`src/rtl/ad_ip_jesd204_tpl_dac_xfer_ctrl.sv`:
```
// ad_ip_jesd204_tpl_dac_xfer_ctrl
//   Transfer/sync controller between the DMA interface and the TPL DAC channel
//   datapaths: external-sync arming with trigger modes and a programmable
//   trigger delay, per-channel enables, link_ready back-pressure and a sticky
//   DMA-underflow flag.
// Ports
//   clk, resetn            core clock (posedge), asynchronous active-low reset
//   link_ready/link_valid  link handshake (link_valid high from first edge after reset)
//   dac_valid              per-channel DMA read strobe
//   dac_ddata, dac_dunf    DMA samples and underflow indication
//   dac_data               registered, zero-filled samples to the channels
//   data_sync              one-cycle PN/DDS resync pulse
//   dac_external_sync      external trigger pin (asynchronous)
//   cfg_sync_*             arm/disarm/manual pulses, trigger mode, trigger delay
//   cfg_chan_enable        channel enable mask
//   cfg_unf_clr            clears the underflow sticky flag
//   sync_status            FSM state (0 RUN, 1 ARMED, 2 DELAY)
//   unf_status             sticky underflow flag
module ad_ip_jesd204_tpl_dac_xfer_ctrl #(
  parameter int NUM_CHANNELS     = 1,
  parameter int DMA_CDW          = 64,
  parameter int SYNC_DELAY_WIDTH = 16
) (
  input  logic                             clk,
  input  logic                             resetn,
  input  logic                             link_ready,
  output logic                             link_valid,
  output logic [NUM_CHANNELS-1:0]          dac_valid,
  input  logic [NUM_CHANNELS*DMA_CDW-1:0]  dac_ddata,
  input  logic                             dac_dunf,
  output logic [NUM_CHANNELS*DMA_CDW-1:0]  dac_data,
  output logic                             data_sync,
  input  logic                             dac_external_sync,
  input  logic                             cfg_sync_arm,
  input  logic                             cfg_sync_disarm,
  input  logic                             cfg_sync_manual,
  input  logic [1:0]                       cfg_sync_mode,
  input  logic [SYNC_DELAY_WIDTH-1:0]      cfg_sync_delay,
  input  logic [NUM_CHANNELS-1:0]          cfg_chan_enable,
  input  logic                             cfg_unf_clr,
  output logic [1:0]                       sync_status,
  output logic                             unf_status
);

  typedef enum logic [1:0] {
    ST_RUN   = 2'd0,
    ST_ARMED = 2'd1,
    ST_DELAY = 2'd2
  } state_t;

  localparam logic [SYNC_DELAY_WIDTH-1:0] DLY_ONE = {{(SYNC_DELAY_WIDTH-1){1'b0}}, 1'b1};

  state_t                          r_state;
  state_t                          w_state_nxt;
  logic [SYNC_DELAY_WIDTH-1:0]     r_cnt;
  logic [SYNC_DELAY_WIDTH-1:0]     w_cnt_nxt;
  logic                            r_data_sync;
  logic                            w_data_sync_nxt;
  logic                            r_link_valid;
  logic                            r_unf;
  logic [NUM_CHANNELS*DMA_CDW-1:0] r_dac_data;

  logic                            r_ext_meta;
  logic                            r_ext_s;
  logic                            r_ext_d;
  logic                            w_edge;
  logic                            w_trig;
  logic                            w_run;
  logic [NUM_CHANNELS-1:0]         w_dac_valid;

  // Two-flop synchroniser plus a history flop that always tracks, so a level
  // already held before arming never looks like a fresh edge.
  always_ff @(posedge clk or negedge resetn) begin
    if (!resetn) begin
      r_ext_meta <= 1'b0;
      r_ext_s    <= 1'b0;
      r_ext_d    <= 1'b0;
    end else begin
      r_ext_meta <= dac_external_sync;
      r_ext_s    <= r_ext_meta;
      r_ext_d    <= r_ext_s;
    end
  end

  always_comb begin
    w_edge = 1'b0;
    case (cfg_sync_mode)
      2'd0:    w_edge = r_ext_s & ~r_ext_d;
      2'd1:    w_edge = ~r_ext_s & r_ext_d;
      2'd2:    w_edge = r_ext_s;
      default: w_edge = 1'b0;
    endcase
    w_trig = w_edge | cfg_sync_manual;
  end

  always_ff @(posedge clk or negedge resetn) begin
    if (!resetn) begin
      r_state     <= ST_RUN;
      r_cnt       <= '0;
      r_data_sync <= 1'b0;
    end else begin
      r_state     <= w_state_nxt;
      r_cnt       <= w_cnt_nxt;
      r_data_sync <= w_data_sync_nxt;
    end
  end

  // Disarm is checked first in ARMED/DELAY so it wins over a same-cycle trigger.
  always_comb begin
    w_state_nxt     = r_state;
    w_cnt_nxt       = r_cnt;
    w_data_sync_nxt = 1'b0;
    case (r_state)
      ST_RUN: begin
        if (cfg_sync_arm && !cfg_sync_disarm) begin
          w_state_nxt = ST_ARMED;
        end
        if (cfg_sync_manual) begin
          w_data_sync_nxt = 1'b1;
        end
      end
      ST_ARMED: begin
        if (cfg_sync_disarm) begin
          w_state_nxt = ST_RUN;
        end else if (w_trig) begin
          if (cfg_sync_delay == '0) begin
            w_state_nxt     = ST_RUN;
            w_data_sync_nxt = 1'b1;
          end else begin
            w_state_nxt = ST_DELAY;
            w_cnt_nxt   = cfg_sync_delay - DLY_ONE;
          end
        end
      end
      ST_DELAY: begin
        if (cfg_sync_disarm) begin
          w_state_nxt = ST_RUN;
        end else if (r_cnt == '0) begin
          w_state_nxt     = ST_RUN;
          w_data_sync_nxt = 1'b1;
        end else begin
          w_cnt_nxt = r_cnt - DLY_ONE;
        end
      end
      default: begin
        w_state_nxt = ST_RUN;
      end
    endcase
  end

  assign w_run       = (r_state == ST_RUN);
  assign w_dac_valid = {NUM_CHANNELS{w_run & link_ready}} & cfg_chan_enable;

  always_ff @(posedge clk or negedge resetn) begin
    if (!resetn) begin
      r_link_valid <= 1'b0;
    end else begin
      r_link_valid <= 1'b1;
    end
  end

  // Samples are held while the link stalls; disabled channels, non-RUN states
  // and underflow cycles emit zeros.
  always_ff @(posedge clk or negedge resetn) begin
    if (!resetn) begin
      r_dac_data <= '0;
    end else if (link_ready) begin
      for (int unsigned i = 0; i < NUM_CHANNELS; i++) begin
        r_dac_data[i*DMA_CDW +: DMA_CDW] <=
          (w_run && cfg_chan_enable[i] && !dac_dunf) ? dac_ddata[i*DMA_CDW +: DMA_CDW] : '0;
      end
    end
  end

  always_ff @(posedge clk or negedge resetn) begin
    if (!resetn) begin
      r_unf <= 1'b0;
    end else if (dac_dunf && |w_dac_valid) begin
      r_unf <= 1'b1;
    end else if (cfg_unf_clr) begin
      r_unf <= 1'b0;
    end
  end

  assign link_valid  = r_link_valid;
  assign dac_valid   = w_dac_valid;
  assign dac_data    = r_dac_data;
  assign data_sync   = r_data_sync;
  assign sync_status = r_state;
  assign unf_status  = r_unf;

endmodule

```
`config.mk`:
```
export PLATFORM = sky130hd
export DESIGN_NAME = ad_ip_jesd204_tpl_dac_xfer_ctrl
export DESIGN_NICKNAME = d
export VERILOG_FILES = /design/src/rtl/ad_ip_jesd204_tpl_dac_xfer_ctrl.sv
export SDC_FILE = /design/constraint.sdc
export NUM_CORES = 1
export LEC_CHECK = 0
export BUFFER_PORTS_ARGS = -buffer_cell sky130_fd_sc_hd__buf_4
export CAP_MARGIN = 20
export CELL_PAD_IN_SITES_DETAIL_PLACEMENT = 1
export CELL_PAD_IN_SITES_GLOBAL_PLACEMENT = 2
export CORE_MARGIN = 2
export CORE_UTILIZATION = 25
export CTS_CLUSTER_SIZE = 14
export DETAILED_ROUTE_END_ITERATION = 10
export PLACE_DENSITY = 0.71
export SLEW_MARGIN = 20
export SYNTH_ARGS = -nofsm -noshare
export SYNTH_HDL_FRONTEND = slang
export SYNTH_SLANG_ARGS = --single-unit
```
`constraint.sdc`:
```
create_clock -name clk -period 4.25 [get_ports clk]
set_input_delay 0.85 -clock clk [delete_from_list [all_inputs] [get_ports clk]]
set_output_delay 0.85 -clock clk [all_outputs]
set_load 0.01 [all_outputs]
```
After elaboration in Yosys (flattened, before gate mapping)
Cells that the tools add are included.
{"block": "totals", "word_cells": 68, "in_bits": 92, "output_inout_bits": 70, "regBits": 88}
{"block": "op_classes", "add_sub_neg": 2, "eq_ne": 12, "mux": 24, "bitwise": 7, "n_reduce_logical": 14}
{"operator": "$mux W16", "count": 5}
{"operator": "$mux W64", "count": 1}
{"operator": "$logic_not A16 Y1", "count": 2}
{"operator": "$pmux W16 S2", "count": 1}
{"operator": "$sub A16 B1 Y16 const B", "count": 2}
{"operator": "$mux W2", "count": 6}
{"operator": "$ne A2 B2 Y1 const B", "count": 5}
{"operator": "$mux W1", "count": 8}
{"operator": "$ne A3 B3 Y1 const B", "count": 2}
{"operator": "$pmux W1 S3", "count": 2}
{"operator": "$pmux W2 S3", "count": 1}
{"operator": "$reduce_and A6 Y1", "count": 1}
{"operator": "$and A1 B1 Y1", "count": 4}
{"operator": "$eq A2 B1 Y1 const B", "count": 2}
{"operator": "$eq A2 B2 Y1 const B", "count": 2}
{"operator": "$logic_and A1 B1 Y1", "count": 4}
{"operator": "$logic_not A2 Y1", "count": 2}
{"operator": "$reduce_bool A2 Y1", "count": 2}
{"operator": "$reduce_and A3 Y1", "count": 1}
{"operator": "$logic_not A1 Y1", "count": 2}
{"operator": "$ne A2 B1 Y1 const B", "count": 1}
{"operator": "$not A1 Y1", "count": 2}
{"operator": "$or A1 B1 Y1", "count": 1}

Longest topological paths before layout
{"block": "logic_depth", "ltp_word": 7, "ltp_mapped": 10, "mapped_depth_nobuf": 7}

Worst setup path before layout
Ideal clock, no wire load.
{"block": "synth_path", "kind": "reg-to-reg", "startpoint": "reg r_state[1] (netlist: sync_status[1])", "endpoint": "reg r_cnt[14]", "setup_ns": 0.123, "path_buffers": 3, "setup_slack_ns": 1.230, "synth_period_minus_slack_ns": 3.020, "path_stages_with_launch": 10, "arrival_time_ns": 2.898, "required_time_ns": 4.127, "cell_sequence": "dfrtp_1 nor2b_1 clkbuf_1 buf_1 buf_1 mux2i_1 ha_1 o2111ai_1 o311a_1 a2bb2oi_1"}
{"block": "synth_between", "elab_chain_len": 3, "word_cells_on_any_way": 10, "classes_between": "eq/ne (7); mux (1); reduce/logical (2)"}
{"element": "start, declared", "line": "53", "text": "state_t r_state;"}
{"element": "start signal, assigned", "line": "102", "text": "r_state <= w_state_nxt;"}
{"element": "$eq A2 B2 Y1 or $eq A2 B1 Y1 (tied branches)", "line": "113", "text": "case (r_state)"}
{"element": "$ne A2 B2 Y1 (no source line) or $reduce_bool A2 Y1 (tied branches)"}
{"element": "$reduce_and A6 Y1 (no source line)"}
{"element": "end signal, assigned", "line": "103", "text": "r_cnt <= w_cnt_nxt;"}
{"element": "end, declared", "line": "55", "text": "logic [SYNC_DELAY_WIDTH-1:0] r_cnt;"}
Several ways; a longest one is shown, not always the timed one.
A chain may end at the register's enable or synchronous reset.

Worst setup path in the final report
{"block": "layout_path", "startpoint": "reg r_state[0] (netlist: sync_status[0])", "endpoint": "reg r_cnt[11]"}
The elaborated chain is that of the path after synthesis.

==> flow_summary.rst <==
.. list-table::
   :header-rows: 1

   * - Metric
     - Value
   * - Total DRC errors in the routed layout
     - 0
   * - Critical path arrival
     - 3200 ps
   * - Portion of the post-synthesis area used by sequential elements
     - 0.526
   * - Total of fill cells in the finished design
     - 1,954
   * - Cell type contributing the most total cell area after synthesis
     - dfrtp_1
   * - Post-synth EDFFs
     - 0
   * - WL per Instance
     - 16.7 um
   * - Final instance count without filler cells
     - 858
   * - Proportion of netlist area held by the largest area contributor
     - 0.526
   * - Share of flip-flops with an asynchronous set or reset
     - 1.00
   * - Clock insertion delay at the later pin of the skew report
     - 340 ps
   * - Largest driver fanout on the critical path
     - 25
   * - Status
     - finished, final reports clean
   * - Overall Global Routing Usage
     - 0.165
   * - Share of the core filled with cells in the final layout
     - 0.360
   * - Minimum period implied by the final worst setup slack
     - 2980 ps
   * - Clock Pin Slew Worst Setup and Hold Paths
     - 70 ps
   * - Ratio of final minimum period to clock period
     - 0.700
   * - Via density
     - 4.65
   * - Chip height
     - 133 um
   * - Kind of critical path
     - reg -> reg
   * - # port buffers
     - 161
   * - Most frequently used cell type in the post-synthesis netlist
     - dfrtp_1
   * - Standard cell with the maximum stage delay on the critical path
     - or2b_1
   * - Number of distinct library cells after synthesis
     - 52
   * - Post-Synthesis Mean Instance Area
     - 8.67 um2
   * - Aggregate routed wire length
     - 14,300 um
   * - Final setup fails
     - 0
   * - Setup crit start kind
     - flop
   * - Setup TNS
     - 0 ps
   * - CTS sink count
     - 88
   * - Highest clock frequency the design can meet
     - 336 MHz
   * - Cell count after synthesis
     - 483
   * - Cell types with the largest area share after synthesis
     - dfrtp_1 53%, o21ai_0 9.4%, nand2_1 7.5%, inv_1 6.4%, nor2_1 3.2%
   * - Number of antenna violations at the first check in global routing
     - 0
   * - Post-CTS Setup Bufs
     - 0
   * - IR Drop Worst-Case VDD
     - 0.000202 V
   * - Routability Congestion
     - 0.832
   * - Part of the total power dissipated in sequential elements
     - 0.450
   * - Iteration count of the initial detailed-routing pass
     - 4
   * - Number of max-slew violations in the final report
     - 0
   * - Total power density per cell area
     - 395 mW/mm2
   * - Post-cts gate resize count
     - 0
   * - Maximum number of pins on one net before global-route repair
     - 78
   * - Buffer cell driving the clock tree root
     - clkbuf_16
   * - Fraction of final layout cells with drive strength greater than 1
     - 0.299
   * - Hold Path Class
     - reg -> reg
   * - Data required time at the worst endpoint
     - 4470 ps
   * - Top Ports
     - 162
   * - Final Hold Viols
     - 0
   * - Number of global-route vias before repair
     - 4,323
   * - Worst-case headroom to the max-slew limit
     - 0.396
   * - Crit path cell chain
     - or2b_1 > mux2i_1 > and4b_1 > and2_1 > o21ai_0 > a211o_1
   * - Number of warning messages in the yosys log
     - 0
   * - Slowest Stage Delay on Critical Path
     - 760 ps
   * - Clock tree from TritonCTS
     - yes
   * - Starting utilization of the core area
     - 0.254
   * - Layout-stage area growth over the synthesis result
     - 41.5%
   * - Relative contribution of the clock network to total power
     - 0.377
   * - Setup skew after layout
     - 12.9 ps
   * - Chip width
     - 133 um
   * - Category of cells accounting for the largest share of critical-path delay
     - simple AND/OR/NAND/NOR gates
   * - Die area
     - 0.0178 mm2
   * - Total vias in the final route
     - 3,988
   * - Number of placement rows
     - 47
   * - Buffering stage count on the worst path with inverters included
     - 0
   * - Depth of the CTS H-tree
     - 3
   * - Worst setup EP type
     - flop
   * - Count of inserted antenna diode cells
     - 0
   * - Global-route wire length before repair
     - 23,200 um
   * - Tightest Pin Transition
     - 907 ps
   * - Number of buffers added to fix hold violations after cts
     - 0
   * - Area of the placeable core
     - 0.0165 mm2
   * - Net Switching
     - 0.684 mW
   * - Count of antenna-violating nets left after detailed routing
     - 0
   * - Half-perimeter wire length of the detailed placement result
     - 10,300 um
   * - Total overflow reported by the global router
     - 0
   * - Share of total power in combinational logic
     - 0.173
   * - Leading post-synthesis cells by instance count
     - 88 x dfrtp_1, 84 x nand2_1, 79 x o21ai_0, 71 x inv_1, 36 x nor2_1
   * - Syn nets
     - 576
   * - Number of buffers created by CTS
     - 9
   * - Maximum count of clock buffers along a single path
     - 2
   * - Most common flop cell mapped by yosys
     - dfrtp_1
   * - Placed Cells incl. Taps
     - 842
   * - Flop and latch count out of synthesis
     - 88
   * - Static leakage
     - 2.76 nW
   * - Max-capacitance violation count
     - 0
   * - Violation count after the first detailed-routing iteration
     - 169
   * - Switching share of power
     - 0.292
   * - Internal power of the cells
     - 1.66 mW
   * - Synthesized cell area
     - 0.00419 mm2
   * - Unrepaired setup endpoints after global routing
     - false
   * - Power consumption
     - 2.34 mW
   * - Number of nets in the final layout
     - 726
==> power groups by stage <==
stage / logic (mW) / clock network (mW) / registers (mW)
CTS: 0.413 / 0.921 / 1.05
floorplan: 0.186 / 0 / 1.05
detailed placement: 0.413 / 0 / 1.07
global placement: 0.400 / 0 / 1.06
finish: 0.405 / 0.883 / 1.05
global route: 0.455 / 0.956 / 1.07
==> cell usage in the layout (no fill, tap or decap), drive strengths merged, types with 2 or more instances in the layout <==
cell type  count
a2111oi        6
a211o          4
a211oi         2
a21oi         13
a311oi         2
and3           2
buf          165
bufinv         2
clkbuf         9
dfrtp         88
inv           75
mux2i          6
nand2         84
nand2b         2
nand3          3
nor2          36
nor2b          3
nor3           9
nor4           4
nor4b          3
o2111ai        2
o21ai         79
o221a          3
o221ai         2
o311ai         2
o31ai          3
or3            4
or4            3
or4b           3
==> layer usage <==
metal	vias up	GRT usage	wire [um]
li1	1908	-	-
met1	1953	0.202	6000
met2	107	0.284	7260
met3	20	0.0323	660
met4	0	0.0715	374
met5	-	0	0
==> path summary, 6_finish.rpt <==
kind	start	endpoint	slack (ps)	depth (start not counted)
worst max register to register	sync_status[0]$_DFFE_PN0P_	r_cnt[11]$_DFFE_PN0P_	1270	6
worst min-delay path	r_ext_meta$_DFF_PN0_	r_ext_s$_DFF_PN0_	350	0
min in group asynchronous	resetn	r_cnt[10]$_DFFE_PN0P_	550	1
worst min register to register	r_ext_meta$_DFF_PN0_	r_ext_s$_DFF_PN0_	350	0
worst max-delay path	sync_status[0]$_DFFE_PN0P_	r_cnt[11]$_DFFE_PN0P_	1270	6
max in group asynchronous	resetn	dac_data[56]$_DFFE_PN0P_	3000	2
==> cells by family (layout without fill, tap and decap cells) <==
logic type | Yosys count | in the layout | share of synthesized area
and+or+nand+nor | 161 | 161 | 0.175
AOI/OAI and AO/OA | 127 | 127 | 0.184
buffers and inverters | 98 | 253 | 0.0933
DFF | 88 | 88 | 0.526
muxes | 7 | 7 | 0.0170
adders and majority gates | 1 | 1 | 0.00299
other | 1 | 1 | 0.000896
==> registers in the layout, summed over array words and instances (netlist names) <==
register,flops
dac_data,64
r_cnt,16
sync_status,2
data_sync,1
link_valid,1
r_ext_d,1
r_ext_meta,1
r_ext_s,1
unf_status,1
==> metrics by stage <==
stage | setup WS (ps) | hold WS, ps | cell area (um2)
3_3_place_gp | 1130 | 334 | 5590
6_report | 1270 | 354 | 5920
5_1_grt | 1020 | 359 | 5920
3_5_place_dp | 1070 | 339 | 5590
4_1_cts | 1260 | 353 | 5920
2_1_floorplan | 1230 | 331 | 4190
==> cell type report <==
| type | count | area, um2 | area share |
|---|---|---|---|
| clock buffer | 9 | 225 | 0.0380 |
| clock inverter | 7 | 101 | 0.0171 |
| inverter | 72 | 273 | 0.0461 |
| multi-input combinational | 297 | 1600 | 0.271 |
| sequential | 88 | 2200 | 0.372 |
| tap | 220 | 275 | 0.0465 |
| timing repair buffer | 165 | 1240 | 0.210 |
(Power assumes the default switching activity.)
